`config.mk`:
```
export PLATFORM = sky130hd
export DESIGN_NAME = timer_responder
export DESIGN_NICKNAME = d
export VERILOG_FILES = /design/src/rtl/timer_responder.sv
export SDC_FILE = /design/constraint.sdc
export NUM_CORES = 1
export LEC_CHECK = 0
export CELL_PAD_IN_SITES_DETAIL_PLACEMENT = 1
export CELL_PAD_IN_SITES_GLOBAL_PLACEMENT = 1
export CORE_ASPECT_RATIO = 1.75
export CORE_MARGIN = 1.5
export CORE_UTILIZATION = 37
export DETAILED_ROUTE_END_ITERATION = 6
export HOLD_SLACK_MARGIN = 0.15
export PLACE_DENSITY_LB_ADDON = 0.3
export SLEW_MARGIN = 20
export SYNTH_ARGS = -nofsm -noshare
export SYNTH_HDL_FRONTEND = slang
export SYNTH_SLANG_ARGS = --single-unit
```
`constraint.sdc`:
```
create_clock -name clk -period 2.7 [get_ports clk]
set_input_delay 0.675 -clock clk [delete_from_list [all_inputs] [get_ports clk]]
set_output_delay 0.675 -clock clk [all_outputs]
set_load 0.01 [all_outputs]
```
`src/rtl/timer_responder.sv`:
```
// timer_responder: memory-mapped down-counter (CTRL/PRESET/COUNT) raising a maskable
// interrupt request, one-shot or auto-reload.
module timer_responder #(
  parameter int CNT_W = 32
) (
  input  logic        clk,
  input  logic        reset,
  input  logic [1:0]  addr,
  input  logic        we,
  input  logic [31:0] wdata,
  output logic [31:0] rdata,
  output logic        irq
);
  typedef enum logic [1:0] {S_IDLE, S_LOAD, S_CNT, S_INT} state_t;
  state_t             state_q, state_d;
  logic [3:0]         ctrl_q, ctrl_d;
  logic [CNT_W-1:0]   preset_q, preset_d, count_q, count_d;
  logic               flag_q, flag_d;
  logic               reload;
  assign reload = ctrl_q[2:1] == 2'b01;
  always_comb begin
    state_d  = state_q;
    ctrl_d   = ctrl_q;
    preset_d = preset_q;
    count_d  = count_q;
    flag_d   = flag_q;
    case (state_q)
      S_IDLE: state_d = ctrl_q[0] ? S_LOAD : S_IDLE;
      S_LOAD: begin
        count_d = preset_q;
        state_d = S_CNT;
      end
      S_CNT: begin
        if (!ctrl_q[0]) state_d = S_IDLE;
        else if (count_q > CNT_W'(1)) count_d = count_q - CNT_W'(1);
        else begin
          // flag rises on entry so irq is visible while in INT
          count_d = '0;
          flag_d  = 1'b1;
          state_d = S_INT;
        end
      end
      default: begin
        if (reload) begin
          flag_d  = 1'b0;
          state_d = S_LOAD;
        end else begin
          ctrl_d[0] = 1'b0;
          state_d   = S_IDLE;
        end
      end
    endcase
    // bus writes override any FSM update of CTRL and irq_flag
    if (we && addr == 2'd0) begin
      ctrl_d = wdata[3:0];
      flag_d = 1'b0;
    end
    if (we && addr == 2'd1) preset_d = wdata[CNT_W-1:0];
  end
  always_ff @(posedge clk or negedge reset) begin
    if (!reset) begin
      state_q  <= S_IDLE;
      ctrl_q   <= '0;
      preset_q <= '0;
      count_q  <= '0;
      flag_q   <= 1'b0;
    end else begin
      state_q  <= state_d;
      ctrl_q   <= ctrl_d;
      preset_q <= preset_d;
      count_q  <= count_d;
      flag_q   <= flag_d;
    end
  end
  assign rdata = addr == 2'd0 ? {28'b0, ctrl_q} :
                 addr == 2'd1 ? 32'(preset_q) :
                 addr == 2'd2 ? 32'(count_q) : 32'b0;
  assign irq = ctrl_q[3] & flag_q;
endmodule

```
---- After elaboration in Yosys (flattened, before gate mapping) ----
Index checks and enable logic that the tools add are counted.
storage, ports and cells
  bits in registers ....................... 71
  output and inout bits ................... 33
operators by class
  $add $sub $neg .......................... 1
  reduce and logical (&&, ||, !) cells .... 11
  muxes and demuxes ....................... 19
  magnitude comparators ................... 1
  eq/ne operators ......................... 12
  bitwise gates (word level) .............. 1
operator list
  cell                                                 count
  two-way mux 32 bit                                   5
  case mux 32 bit (2 select lines)                     1
  > comparator 32 x 1 -> 1 bit, second input constant  1
  subtractor 32 x 1 -> 32 bit, second input constant   1
  two-way mux 1 bit                                    9
  != test 3 bit, second input constant                 3
  == test 2 x 1 -> 1 bit, second input constant        3
  != test 2 x 1 -> 1 bit, second input constant        3
  case mux 2 bit (3 select lines)                      1
  == test 2 bit, second input constant                 2
  zero test 2 bit                                      2
  two-way mux 2 bit                                    2
  AND reduction 2 bit                                  2
  AND reduction 4 bit                                  1
  nonzero test 3 bit                                   1
  OR reduction 3 bit                                   1
  logical AND 1 bit                                    2
  != test 2 bit, second input constant                 1
  case mux 1 bit (2 select lines)                      1
  nonzero test 2 bit                                   1
  OR reduction 2 bit                                   1
  bitwise AND 1 bit                                    1

---- Longest topological paths before layout ----
Gate-level depths: netlist of the first run.
  depth in word-level cells ............... 5
  depth in mapped cells ................... 8
  depth with buffers taken out ............ 7

---- Worst setup path after synthesis of the first run ----
No wires, ideal clock.
  kind .................................... reg2reg
  from .................................... register count_q[24]
  to ...................................... register count_q[14]
  stages on the path, launching flop included .. 8
  path buffers ............................ 2
  arrival time ............................ 2.578 ns
  setup slack ............................. -0.006 ns
  data required time ...................... 2.572 ns
  clock period less this slack ............ 2.706 ns
  cell sequence ........................... dfrtp_1 or4_1 buf_2 or4_4 or4_4 buf_6 a222oi_1 nand2_1
on the way
  cells in the longest elaborated chain, start to end .. 4
RTL lines
  item                              RTL line  text
  start: declaration                17        logic [CNT_W-1:0] preset_q, preset_d, count_q, count_d;
  start signal: assignment          71        count_q <= count_d;
  > comparator 32 x 1 -> 1 bit      35        else if (count_q > CNT_W'(1)) count_d = count_q - CNT_W'(1);
  two-way mux 32 bit                35
  two-way mux 32 bit                34        if (!ctrl_q[0]) state_d = S_IDLE;
  case mux 32 bit (2 select lines)  27        case (state_q)
No other way between the ends. The select of a mux whose other input is x is not followed.
A chain may end at the register's enable or synchronous reset.

---- Worst setup path in the final report of the first run ----
  from .................................... register count_q[24]
  to ...................................... register count_q[4]
The elaborated chain is that of the path after synthesis.

==> summary.md, run 1 <==
| Metric | Value |
|---|---|
| Status | completed |
| Post-synthesis net count | 451 |
| Estimated wirelength of the detail-placed design | 9.78 mm |
| Unrepaired setup endpoints after global routing | yes |
| Clock Pin Slew Worst Setup and Hold Paths | around 50 ps |
| Fraction of met3 tracks used by global routing | around 4.3% |
| Pins Over Slew Limit | 0 |
| Placed Cells incl. Taps | ~630 |
| Clk buf depth | 2 |
| Number of endpoints with negative hold slack in the final report | 0 |
| Library cell used as clock root buffer | sky130_fd_sc_hd__clkbuf_16 |
| Area growth from synthesis to layout | 37.0% |
| Chip Height | 141 um |
| Last weighted congestion value of the routability-driven placer | 0.881 |
| DIE AREA | 0.0116 mm^2 |
| Number of design-rule violations left by the first detailed-router iteration | approximately 190 |
| List of cells traversed by the critical path | or4_4, or4_4, or4_4, buf_4, a32oi_1, nand2_1 |
| Share of the yosys chip area belonging to registers | between 40% and 50% |
| Routed length per placed instance | 21.0 um |
| Tot Pwr | 0.00530 W |
| Post-synthesis mux area share | 10.7% |
| Dominant combinational cell family by area after synthesis | compound AO/OA/AOI/OAI gates |
| Register bit count reported by yosys | 71 |
| H-Tree Depth | 3 |
| DRC viols | 0 |
| Share of the clock period used by the worst path after layout | 98.2% |
| Critical path arrival | 2860 ps |
| Worst Path Max Fanout | 6 |
| Post-synthesis simple-gate area fraction | between 10% and 20% |
| Number of I/O pins | 70 |
| Clock insertion delay at the later pin of the skew report | about 340 ps |
| Compound-cell area share of the yosys netlist | 20.8% |
| Worst rel slew slack | 66.9% |
| Portion of synthesized cell area occupied by the leading cell type | 43.9% |
| Critical Path End Type | flip-flop |
| Fin Setup TNS | 0 ps |
| Total clock buffers created by CTS | 9 |
| Antenna Diode Count | 0 |
| Standby leakage power | 2.30 nW |
| Router iterations before antenna repair | 4 |
| Min Tclk post-route | 2650 ps |
| Crit path top cell by count | sky130_fd_sc_hd__or4_4 |
| Transition at the pin with the smallest max-transition slack | 492 ps |
| Type of the worst min-delay path | flip-flop to flip-flop |
| Count of vias placed by the detailed router | 3954 |
| Ys flop type | sky130_fd_sc_hd__dfrtp_1 |
| First-pass GRT wire length | between 20 and 25 mm |
| Most heavily used metal layer in global routing | met2 |
| Worst hold slack across all endpoints | 524 ps |
| Number of setup violations in the final report | 0 |
| Ys async rst share | 100% |
| Most frequent cells in the layout | 71 x sky130_fd_sc_hd__dfrtp_1, 61 x sky130_fd_sc_hd__clkdlybuf4s50_1, 48 x sky130_fd_sc_hd__buf_4 |
| Adder and majority cell fraction of the synthesized area | 0.619% |
| Port-buffer cells | 69 |
| Mapped Avg Cell Area | 9.82 um^2 |
| Number of antenna violations at the first check in global routing | 0 |
| Clock Sink Count | slightly above 70 |
| Synth warnings | 0 |
| Number of distinct library cells after synthesis | 46 |
| Worst setup path class | flip-flop to flip-flop |
| Areal power density over the cells | 956 mW/mm^2 |
| Largest net degree at the start of global routing | 46 |
| Synth top area cells | sky130_fd_sc_hd__dfrtp_1 44%, sky130_fd_sc_hd__mux2_2 9.7%, sky130_fd_sc_hd__a22o_1 6.7%, sky130_fd_sc_hd__nor4_1 2.9%, sky130_fd_sc_hd__nand3_1 2.8% |
| Remaining antenna violation count | 0 |
| Critical path's slowest cell | sky130_fd_sc_hd__or4_4 |
| Die span in x | slightly above 80 um |
| Row cnt | 50 |
| All-layer global routing usage | 25.6% |
| Initial standard-cell utilization of the core | 37.8% |
| Global-route congestion overflow total | 0 |
| Endpoint required time on the critical path | 2910 ps |
| Core Area | 0.0107 mm^2 |
| Met1 layer usage reported by global route | 29.1% |
| Setup clock skew after layout | 4.55 ps |
| Max-cap viol count | 0 |
| Post-synthesis instance total | 412 |
| Layout cell share with drive strength beyond 1 | 23.2% |
| TritonCTS clock tree | yes |
| Post-DR vias/cell | 6.14 |
| Worst path max stage delay | approximately 630 ps |
| Routed wire length | 13.6 mm |
| Final cell count without fillers | 644 |
| Most common cell after layout, fill and taps aside | sky130_fd_sc_hd__dfrtp_1 |
| Area share of xor/xnor cells in the synthesized design | 0% |
| Launching element type of the critical path | flip-flop |
| Peak VDD IR | 0.600 mV |
| EDFF count, synth | 0 |
| Met2 Resource Use GR | around 46% |
| Total standard cell area after synthesis | 0.00404 mm^2 |
| Upper clock frequency limit | roughly 0.38 GHz |
| Net count of the finished layout | 551 |
| Library cell occupying the most area in the post-synthesis netlist | sky130_fd_sc_hd__dfrtp_1 |
| Via count of the first global-routing pass | 4374 |
[area by class of cell]
cell class / count / area, um^2
inverter: 10 / 37.5
clock buffer: 12 / 267
clock inverter: 1 / 5.00
fill: 1183 / 5160
sequential: 71 / 1780
tap: 130 / 163
multi-input combinational: 296 / 2130
timing repair buffer: 124 / 1160
[synth_stat cells (7+ instances only)]
cell                        n
sky130_fd_sc_hd__o311ai_0   8
sky130_fd_sc_hd__a32oi_1    7
sky130_fd_sc_hd__and3_1     7
sky130_fd_sc_hd__o21ai_0   13
sky130_fd_sc_hd__dfrtp_1   71
sky130_fd_sc_hd__clkbuf_1  26
sky130_fd_sc_hd__inv_1     10
sky130_fd_sc_hd__a21oi_1   13
sky130_fd_sc_hd__nand2_1   30
sky130_fd_sc_hd__nor2_1    11
sky130_fd_sc_hd__nor3_1     7
sky130_fd_sc_hd__a31oi_1   10
sky130_fd_sc_hd__or4_1     10
sky130_fd_sc_hd__or3_1      8
sky130_fd_sc_hd__nand3_1   23
sky130_fd_sc_hd__nor4_1    19
sky130_fd_sc_hd__a22o_1    31
sky130_fd_sc_hd__mux2_2    35
[state kept, by name, indices dropped and copies added (netlist names)]
name / count
preset_q: 32
state_q: 2
ctrl_q: 4
flag_q: 1
count_q: 32
[repair_timing]
action,in CTS,in global routing
resized for setup,14,11
setup endpoints to repair,32,39
gates cloned,0,0
hold endpoints to repair,1,0
hold buffers,1,0
buffers inserted,0,1
pin swaps,0,2
[per-layer routing]
metal / vias up / share of wire, %
met3: 27 / 3.0
met2: 79 / 56
met1: 2045 / 38
met4: 0 / 2.5
li1: 1803 / -
met5: - / 0
[path summary, 6_finish.rpt]
check	cells past startpoint	to	start	slack, ps
setup / recovery	6	count_q[4]	count_q[24]	50
hold / removal	1	ctrl_q[1]	ctrl_q[1]	520
setup reg to reg	6	count_q[4]	count_q[24]	50
hold reg to reg	1	ctrl_q[1]	ctrl_q[1]	520
max in group asynchronous	3	preset_q[13]	reset	1490
min in group asynchronous	2	preset_q[4]	reset	680
[metrics by stage]
| stage | util [%] | instance area, um^2 | setup slack (ps) |
|---|---|---|---|
| 2_1_floorplan | - | 4040 | 47.8 |
| 3_3_place_gp | 48.5 | 5190 | -294 |
| 3_5_place_dp | 48.5 | 5190 | -338 |
| 4_1_cts | 51.4 | 5500 | 0.734 |
| 5_1_grt | 51.8 | 5540 | -21.7 |
| 6_report | 51.8 | 5540 | 49.8 |
[worst max-delay path: cells and delay by family, from the launching register on]
kind	cells	cell delay, ps
flip-flops	1	380
buffers and inverters	1	200
AO/OA/AOI/OAI	1	180
AND/OR/NAND/NOR	4	1770
[power breakdown]
part	switching, W	internal, W	leakage, nW
logic	0.00133	0.00112	1.29
clock network	0.000425	0.000679	0.136
registers	0.000350	0.00139	0.874
[logic make-up (layout without fill, tap and decap cells)]
family / count (synthesis) / count (layout)
AND/OR/NAND/NOR: 142 / 142
AO/OA/AOI/OAI: 113 / 113
flip-flops: 71 / 71
buffers and inverters: 45 / 147
multiplexers: 39 / 39
adder cells (fa/ha/maj): 2 / 2
Note: power is estimated with default switching activity, not from simulation.
==> inputs of run 2 (changes only) <==
==> constraint.sdc (replaced) <==
create_clock -name clk -period 2.7 [get_ports clk]
set_input_delay 0.405 -clock clk [delete_from_list [all_inputs] [get_ports clk]]
set_output_delay 0.405 -clock clk [all_outputs]
set_load 0.01 [all_outputs]
==> summary.md, run 2 (synthesis gave the netlist of run 1 again) <==
| Metric | Value |
|---|---|
| Status | completed |
| Most common cell after layout, fill and taps aside | sky130_fd_sc_hd__dfrtp_1 |
| Fin Setup TNS | 0 ps (unchanged) |
| Layout cell share with drive strength beyond 1 | 22.2% (-0.97 points) |
| Row cnt | 50 (unchanged) |
| Register Area | 0.00178 mm^2 (unchanged) |
| TritonCTS clock tree | yes |
| Last weighted congestion value of the routability-driven placer | 0.864 (-1.9%) |
| Share of the clock period used by the worst path after layout | 97.1% (-1.1 points) |
| Area growth from synthesis to layout | 34.9% |
| Max-cap viol count | 0 (unchanged) |
| Type of the worst min-delay path | flip-flop to flip-flop |
| Number of fillers in the final layout | 1209 (+2.2%) |
| Launching element type of the critical path | flip-flop |
| Clock Sink Count | 71 (unchanged) |
| Unrepaired setup endpoints after global routing | no |
| Endpoint required time on the critical path | 2890 ps (-20 ps) |
| Area of the multi-input gates | 0.00211 mm^2 (-0.88%) |
| Count of vias placed by the detailed router | 3955 (+0.025%) |
| Core Area | 0.0107 mm^2 (unchanged) |
| Worst Path Max Fanout | 5 (-1) |
| Areal power density over the cells | 960 mW/mm^2 (+0.46%) |
| Number of I/O pins | 70 (unchanged) |
| Number of endpoints with negative hold slack in the final report | 0 (unchanged) |
| Top Metal Used | met4 |
| Clock insertion delay at the later pin of the skew report | 330 ps (about the same) |
| Routed wire length | 13.7 mm (+1.3%) |
| Total clock buffers created by CTS | 9 (unchanged) |
| Largest registers in the final layout | count_q: 32 flops, preset_q: 32 flops, ctrl_q: 4 flops |
| Number of antenna violations at the first check in global routing | 0 (unchanged) |
| Estimated wirelength of the detail-placed design | 9.93 mm (+1.6%) |
| Router iterations before antenna repair | 4 (unchanged) |
| Largest net degree at the start of global routing | 72 (+57%) |
| Dpl ws | 74.1 ps (+412 ps) |
| Via count of the first global-routing pass | 4381 (+0.16%) |
| Most frequent cells in the layout | 71 x sky130_fd_sc_hd__dfrtp_1, 68 x sky130_fd_sc_hd__clkdlybuf4s50_1, 51 x sky130_fd_sc_hd__buf_4 |
| Clock Pin Slew Worst Setup and Hold Paths | 50 ps (about the same) |
| Routed length per placed instance | 21.3 um (+1.3%) |
| Detailed-route wire length on metal 1 | 5.15 mm (-0.83%) |
| Standby leakage power | 2.22 nW (-3.5%) |
| Critical Path End Type | flip-flop |
| Worst setup path class | flip-flop to flip-flop |
| Clk buf depth | 2 (unchanged) |
| First-pass GRT wire length | 22.2 mm (-0.31%) |
| Met3 wire length | 467 um (+13%) |
| Chip Height | 141 um (unchanged) |
| Pins Over Slew Limit | 0 (unchanged) |
| Min Tclk post-route | 2620 ps (-28.7 ps) |
| Library cell used as clock root buffer | sky130_fd_sc_hd__clkbuf_16 |
| H-Tree Depth | 3 (unchanged) |
| DRC viols | 0 (unchanged) |
| Die span in x | 82.0 um (unchanged) |
| Upper clock frequency limit | 0.381 GHz (+1.1%) |
| Port-buffer cells | 69 (unchanged) |
| Number of design-rule violations left by the first detailed-router iteration | 231 (+20%) |
| Least setup slack across all paths after layout | 78.5 ps (+28.7 ps) |
| All-layer global routing usage | 25.4% (-0.15 points) |
| Antenna Diode Count | 0 (unchanged) |
| DIE AREA | 0.0116 mm^2 (unchanged) |
| Net count of the finished layout | 550 (-0.18%) |
| Setup clock skew after layout | 3.37 ps (-1.18 ps) |
| Remaining antenna violation count | 0 (unchanged) |
| Routed length on met2 | 7.61 mm (+0.14%) |
| Number of setup violations in the final report | 0 (unchanged) |
| Worst rel slew slack | 66.0% (-0.92 points) |
| Peak VDD IR | 0.435 mV (-28%) |
| Initial standard-cell utilization of the core | 37.8% (unchanged) |
| Critical path arrival | 2810 ps (-50 ps) |
| Post-DR vias/cell | 6.14 (about the same) |
| Transition at the pin with the smallest max-transition slack | 505 ps (+13.6 ps) |
| Global-route congestion overflow total | 0 (unchanged) |
run 2: changes by cell type in the layout (fill, tap and decap cells not counted), moves of 3 or more:
cell and delta:
sky130_fd_sc_hd__clkdlybuf4s50_1 +7, sky130_fd_sc_hd__buf_4 +3, sky130_fd_sc_hd__buf_8 -3, sky130_fd_sc_hd__clkbuf_1 +3, sky130_fd_sc_hd__clkbuf_8 -3, sky130_fd_sc_hd__dlygate4sd2_1 -3
run 2: worst max-delay path: stages, from the launching register on:
cell	delay, ps
sky130_fd_sc_hd__dfrtp_1	380
sky130_fd_sc_hd__or4_4	530
sky130_fd_sc_hd__or4_4	440
sky130_fd_sc_hd__or4_4	590
sky130_fd_sc_hd__a222oi_1	360
sky130_fd_sc_hd__o31ai_1	170
run 2: final timing paths:
path	start	end	slack, ps	depth (start not counted)
worst max-delay path	count_q[24]	count_q[10]	80	5
worst min-delay path	preset_q[0]	preset_q[0]	530	1
worst max register to register	count_q[24]	count_q[10]	80	5
worst min register to register	preset_q[0]	preset_q[0]	530	1
max in group asynchronous	reset	preset_q[19]	1730	3
min in group asynchronous	reset	preset_q[2]	640	3
run 2: layout make-up:
cell class	count	share of cell area [%]
Multi-Input combinational cell	296	38.7
Tap cell	130	2.98
Inverter	10	0.688
Clock inverter	2	0.183
Clock buffer	12	4.33
Sequential cell	71	32.6
Timing Repair Buffer	123	20.5
run 2: power breakdown:
| group | switching [W] | internal [W] | leakage, nW | total (W) |
|---|---|---|---|---|
| sequential | 0.000363 | 0.00139 | 0.874 | 0.00175 |
| combinational | 0.00134 | 0.00111 | 1.23 | 0.00245 |
| clock | 0.000424 | 0.000608 | 0.122 | 0.00103 |
run 2: metrics by stage:
| stage | power, W | instance area (um^2) | hold slack [ps] | std cells | utilization [%] |
|---|---|---|---|---|---|
| 2_1_floorplan | 0.00301 | 4040 | 109 | 412 | - |
| 3_3_place_gp | 0.00404 | 5170 | 464 | 627 | 48.3 |
| 3_5_place_dp | 0.00415 | 5170 | 466 | 627 | 48.3 |
| 4_1_cts | 0.00523 | 5420 | 534 | 642 | 50.7 |
| 5_1_grt | 0.00555 | 5460 | 556 | 644 | 51.0 |
| 6_report | 0.00524 | 5460 | 529 | 644 | 51.0 |
run 2: timing repair:
| item | 4_1_cts | 5_1_grt |
|---|---|---|
| hold buffers | 1 | 0 |
| resized for setup | 0 | 4 |
| endpoints found under the hold margin | 71 | 0 |
| setup buffers | 0 | 2 |
| setup endpoints to repair | 0 | 13 |
run 2: metal layers:
layer  up-vias  track usage [%]
met1      2015             28.8
met4         0             12.7
li1       1798                -
met5         -                0
met2       101             44.6
met3        41             4.31
==> variant: new RTL, flow settings as in run 1 <==
Change the parameter `CNT_W` from 32 to 24.
--- a/src/rtl/timer_responder.sv
+++ b/src/rtl/timer_responder.sv
@@ -1,7 +1,7 @@
 // timer_responder: memory-mapped down-counter (CTRL/PRESET/COUNT) raising a maskable
 // interrupt request, one-shot or auto-reload.
 module timer_responder #(
-  parameter int CNT_W = 32
+  parameter int CNT_W = 24
 ) (
   input  logic        clk,
   input  logic        reset,
Formal check against the unedited RTL: not equivalent (a bounded check fails within 4 cycles, from zero or initial values and one cycle with reset low).
==> variant against run 1 <==
- total power shrank 29%
- fmax grew 0.25%
- combinational power shrank 32%
- clock power shrank 37%
- sequential cell count shrank 16
- sequential power shrank 19%
- global-route usage shrank 5.4 points
- worst setup slack gained 6.6 ps
- final area shrank 27%
- core utilization shrank 2.7 points
- synthesized cell count shrank 25%
- synthesized area shrank 22%
- routed wire length shrank 36%
- critical endpoint is now rdata[5]
==> variant: results (changes against run 1) <==
[sta]
worst_pin_slew_ps=740  ; was 492 ps
fin_skew_ps=5.24  ; was 4.55 ps
fin_hold_ws_ps=410  ; was 524 ps

[clocking]
ctsHoldBuffers=0  ; was 1
cts_root_buf=clkbuf_16  ; unchanged
insertion_delay_ps=300  ; was 340 ps
post-cts-setup-buffer-count=0  ; unchanged
numCtsBuffers=5  ; was 9
htree_levels=2  ; was 3
path_clk_slew_ps=70  ; was 50 ps
clockBufferDepth=2  ; unchanged

[worst_setup_path]
startpoint=addr[1]  ; was count_q[24]
arrival_ps=1970  ; was 2860 ps
worst-path-max-fanout=11  ; was 6
timing.rr.start=count_q[14]  ; was count_q[24]

[global_route]
grt_pass1_vias=2916  ; was 4,374
grt_pass1_wl_mm=14.6  ; was 22.3 mm
antenna_found_initial=0  ; unchanged
grt_usage_pct=20.2  ; was 25.6%
grt_max_degree=29  ; was 46

[power_and_ir_drop]
power_mw=3.77  ; was 5.30 mW
sequentialPowerShare_pct=37.5  ; was 32.9%
pg_clk_mw=0.692  ; was 1.10 mW
swShare_pct=38.7  ; was 39.8%
total_leakage_power_nw=1.81  ; was 2.30 nW
ir_drop_mv=0.413  ; was 0.600 mV

[placement]
placed_cell_area_mm2=0.00386  ; was 0.00519 mm²
dp_hpwl_mm=6.32  ; was 9.78 mm
io_buffer_count=53  ; was 69
placed_cells=454  ; was 629
dp_slack_ps=-408  ; was -338 ps
gp_congestion=0.859  ; was 0.881

[worst_hold_path]
hold_class=in2async  ; was reg2reg

[drt]
drt_wl_total_mm=8.66  ; was 13.6 mm
first_pass_iters=4  ; unchanged
vias=2683  ; was 3,954
drt-initial-drc-count=125  ; was 193

[layout]
diodes=0  ; unchanged
instances_no_fill=462  ; was 644
drive_above_1_share_pct=19.7  ; was 23.2%
fin_nets=408  ; was 551
top_regs=count_q (24), preset_q (24), ctrl_q (4)  ; was count_q (32), preset_q (32), ctrl_q (4)

[yosys]
yosysUniqueCellTypes=51  ; was 46
avgSynthCellArea_um2=10.3  ; was 9.82 µm²
synth_area_leaders=dfrtp_1 44%, a22o_1 9.7%, mux2_2 9.6%, o21ai_0 3.8%, buf_4 2.1%  ; was dfrtp_1 44%, mux2_2 9.7%, a22o_1 6.7%, nor4_1 2.9%, nand3_1 2.8%
synth-async-reset-ratio_pct=100  ; unchanged
synth_commonest_cells=55 x dfrtp_1, 35 x a22o_1, 27 x mux2_2  ; was 71 x dfrtp_1, 35 x mux2_2, 31 x a22o_1
yosysSeqAreaShare_pct=43.7  ; was 43.9%
yosys_warnings=0  ; unchanged

[outcome]
status=completed  ; unchanged

[job]
cap_violations=0  ; unchanged

variant: cell count changes after synthesis, sizes merged, moves of 11 or more:
cell and delta:
dfrtp -16, clkbuf -12, nor4 -11, o21ai +14, nand3 -16, nand2 -14
variant: cell type report:
| type | count | area, µm² |
|---|---|---|
| clock buffer | 8 | 156 |
| multi-input combinational | 223 | 1620 |
| tap | 92 | 115 |
| inverter | 6 | 22.5 |
| timing repair buffer | 78 | 769 |
| sequential | 55 | 1380 |
| fill | 932 | 4200 |
variant: worst max-delay path, stage by stage:
cell	delay, ps
clkdlybuf4s15_2	230
nor2b_4	210
buf_8	160
a22o_1	150
clkdlybuf4s50_1	530
variant: per-stage QoR:
step           setup TNS [ps]  util, %
2_1_floorplan               0        -
3_3_place_gp            -7880     46.7
3_5_place_dp            -8680     46.7
4_1_cts                     0     48.8
5_1_grt                     0     49.1
6_report                    0     49.1
variant: cell families after synthesis:
logic type	share of synthesized area, %
simple gates	14.0
mux	11.6
compound gates	23.5
fa+ha+maj	0.794
flops	43.7
other cells	0.119
buf+inv	6.35
variant: repair_timing:
item,4_1_cts,5_1_grt
gates resized for setup,10,9
cloned,0,0
setup endpoints to repair,24,16
variant: metal layers:
| metal | vias to the layer above | track usage (%) | routed length [µm] |
|---|---|---|---|
| met1 | 1360 | 24.0 | 3480 |
| met4 | 0 | 6.22 | 136 |
| li1 | 1264 | - | - |
| met3 | 10 | 2.74 | 232 |
| met5 | - | 0 | 0 |
| met2 | 49 | 36.6 | 4810 |
variant: final timing paths:
path / endpoint / slack [ps] / depth (start not counted)
min in group clk: count_q[11] / 540 / 1
max in group asynchronous: preset_q[10] / 1620 / 2
worst max-delay path: rdata[5] / 60 / 5
worst min register to register: count_q[11] / 540 / 1
worst min-delay path: preset_q[17] / 410 / 1
worst max register to register: count_q[2] / 180 / 5
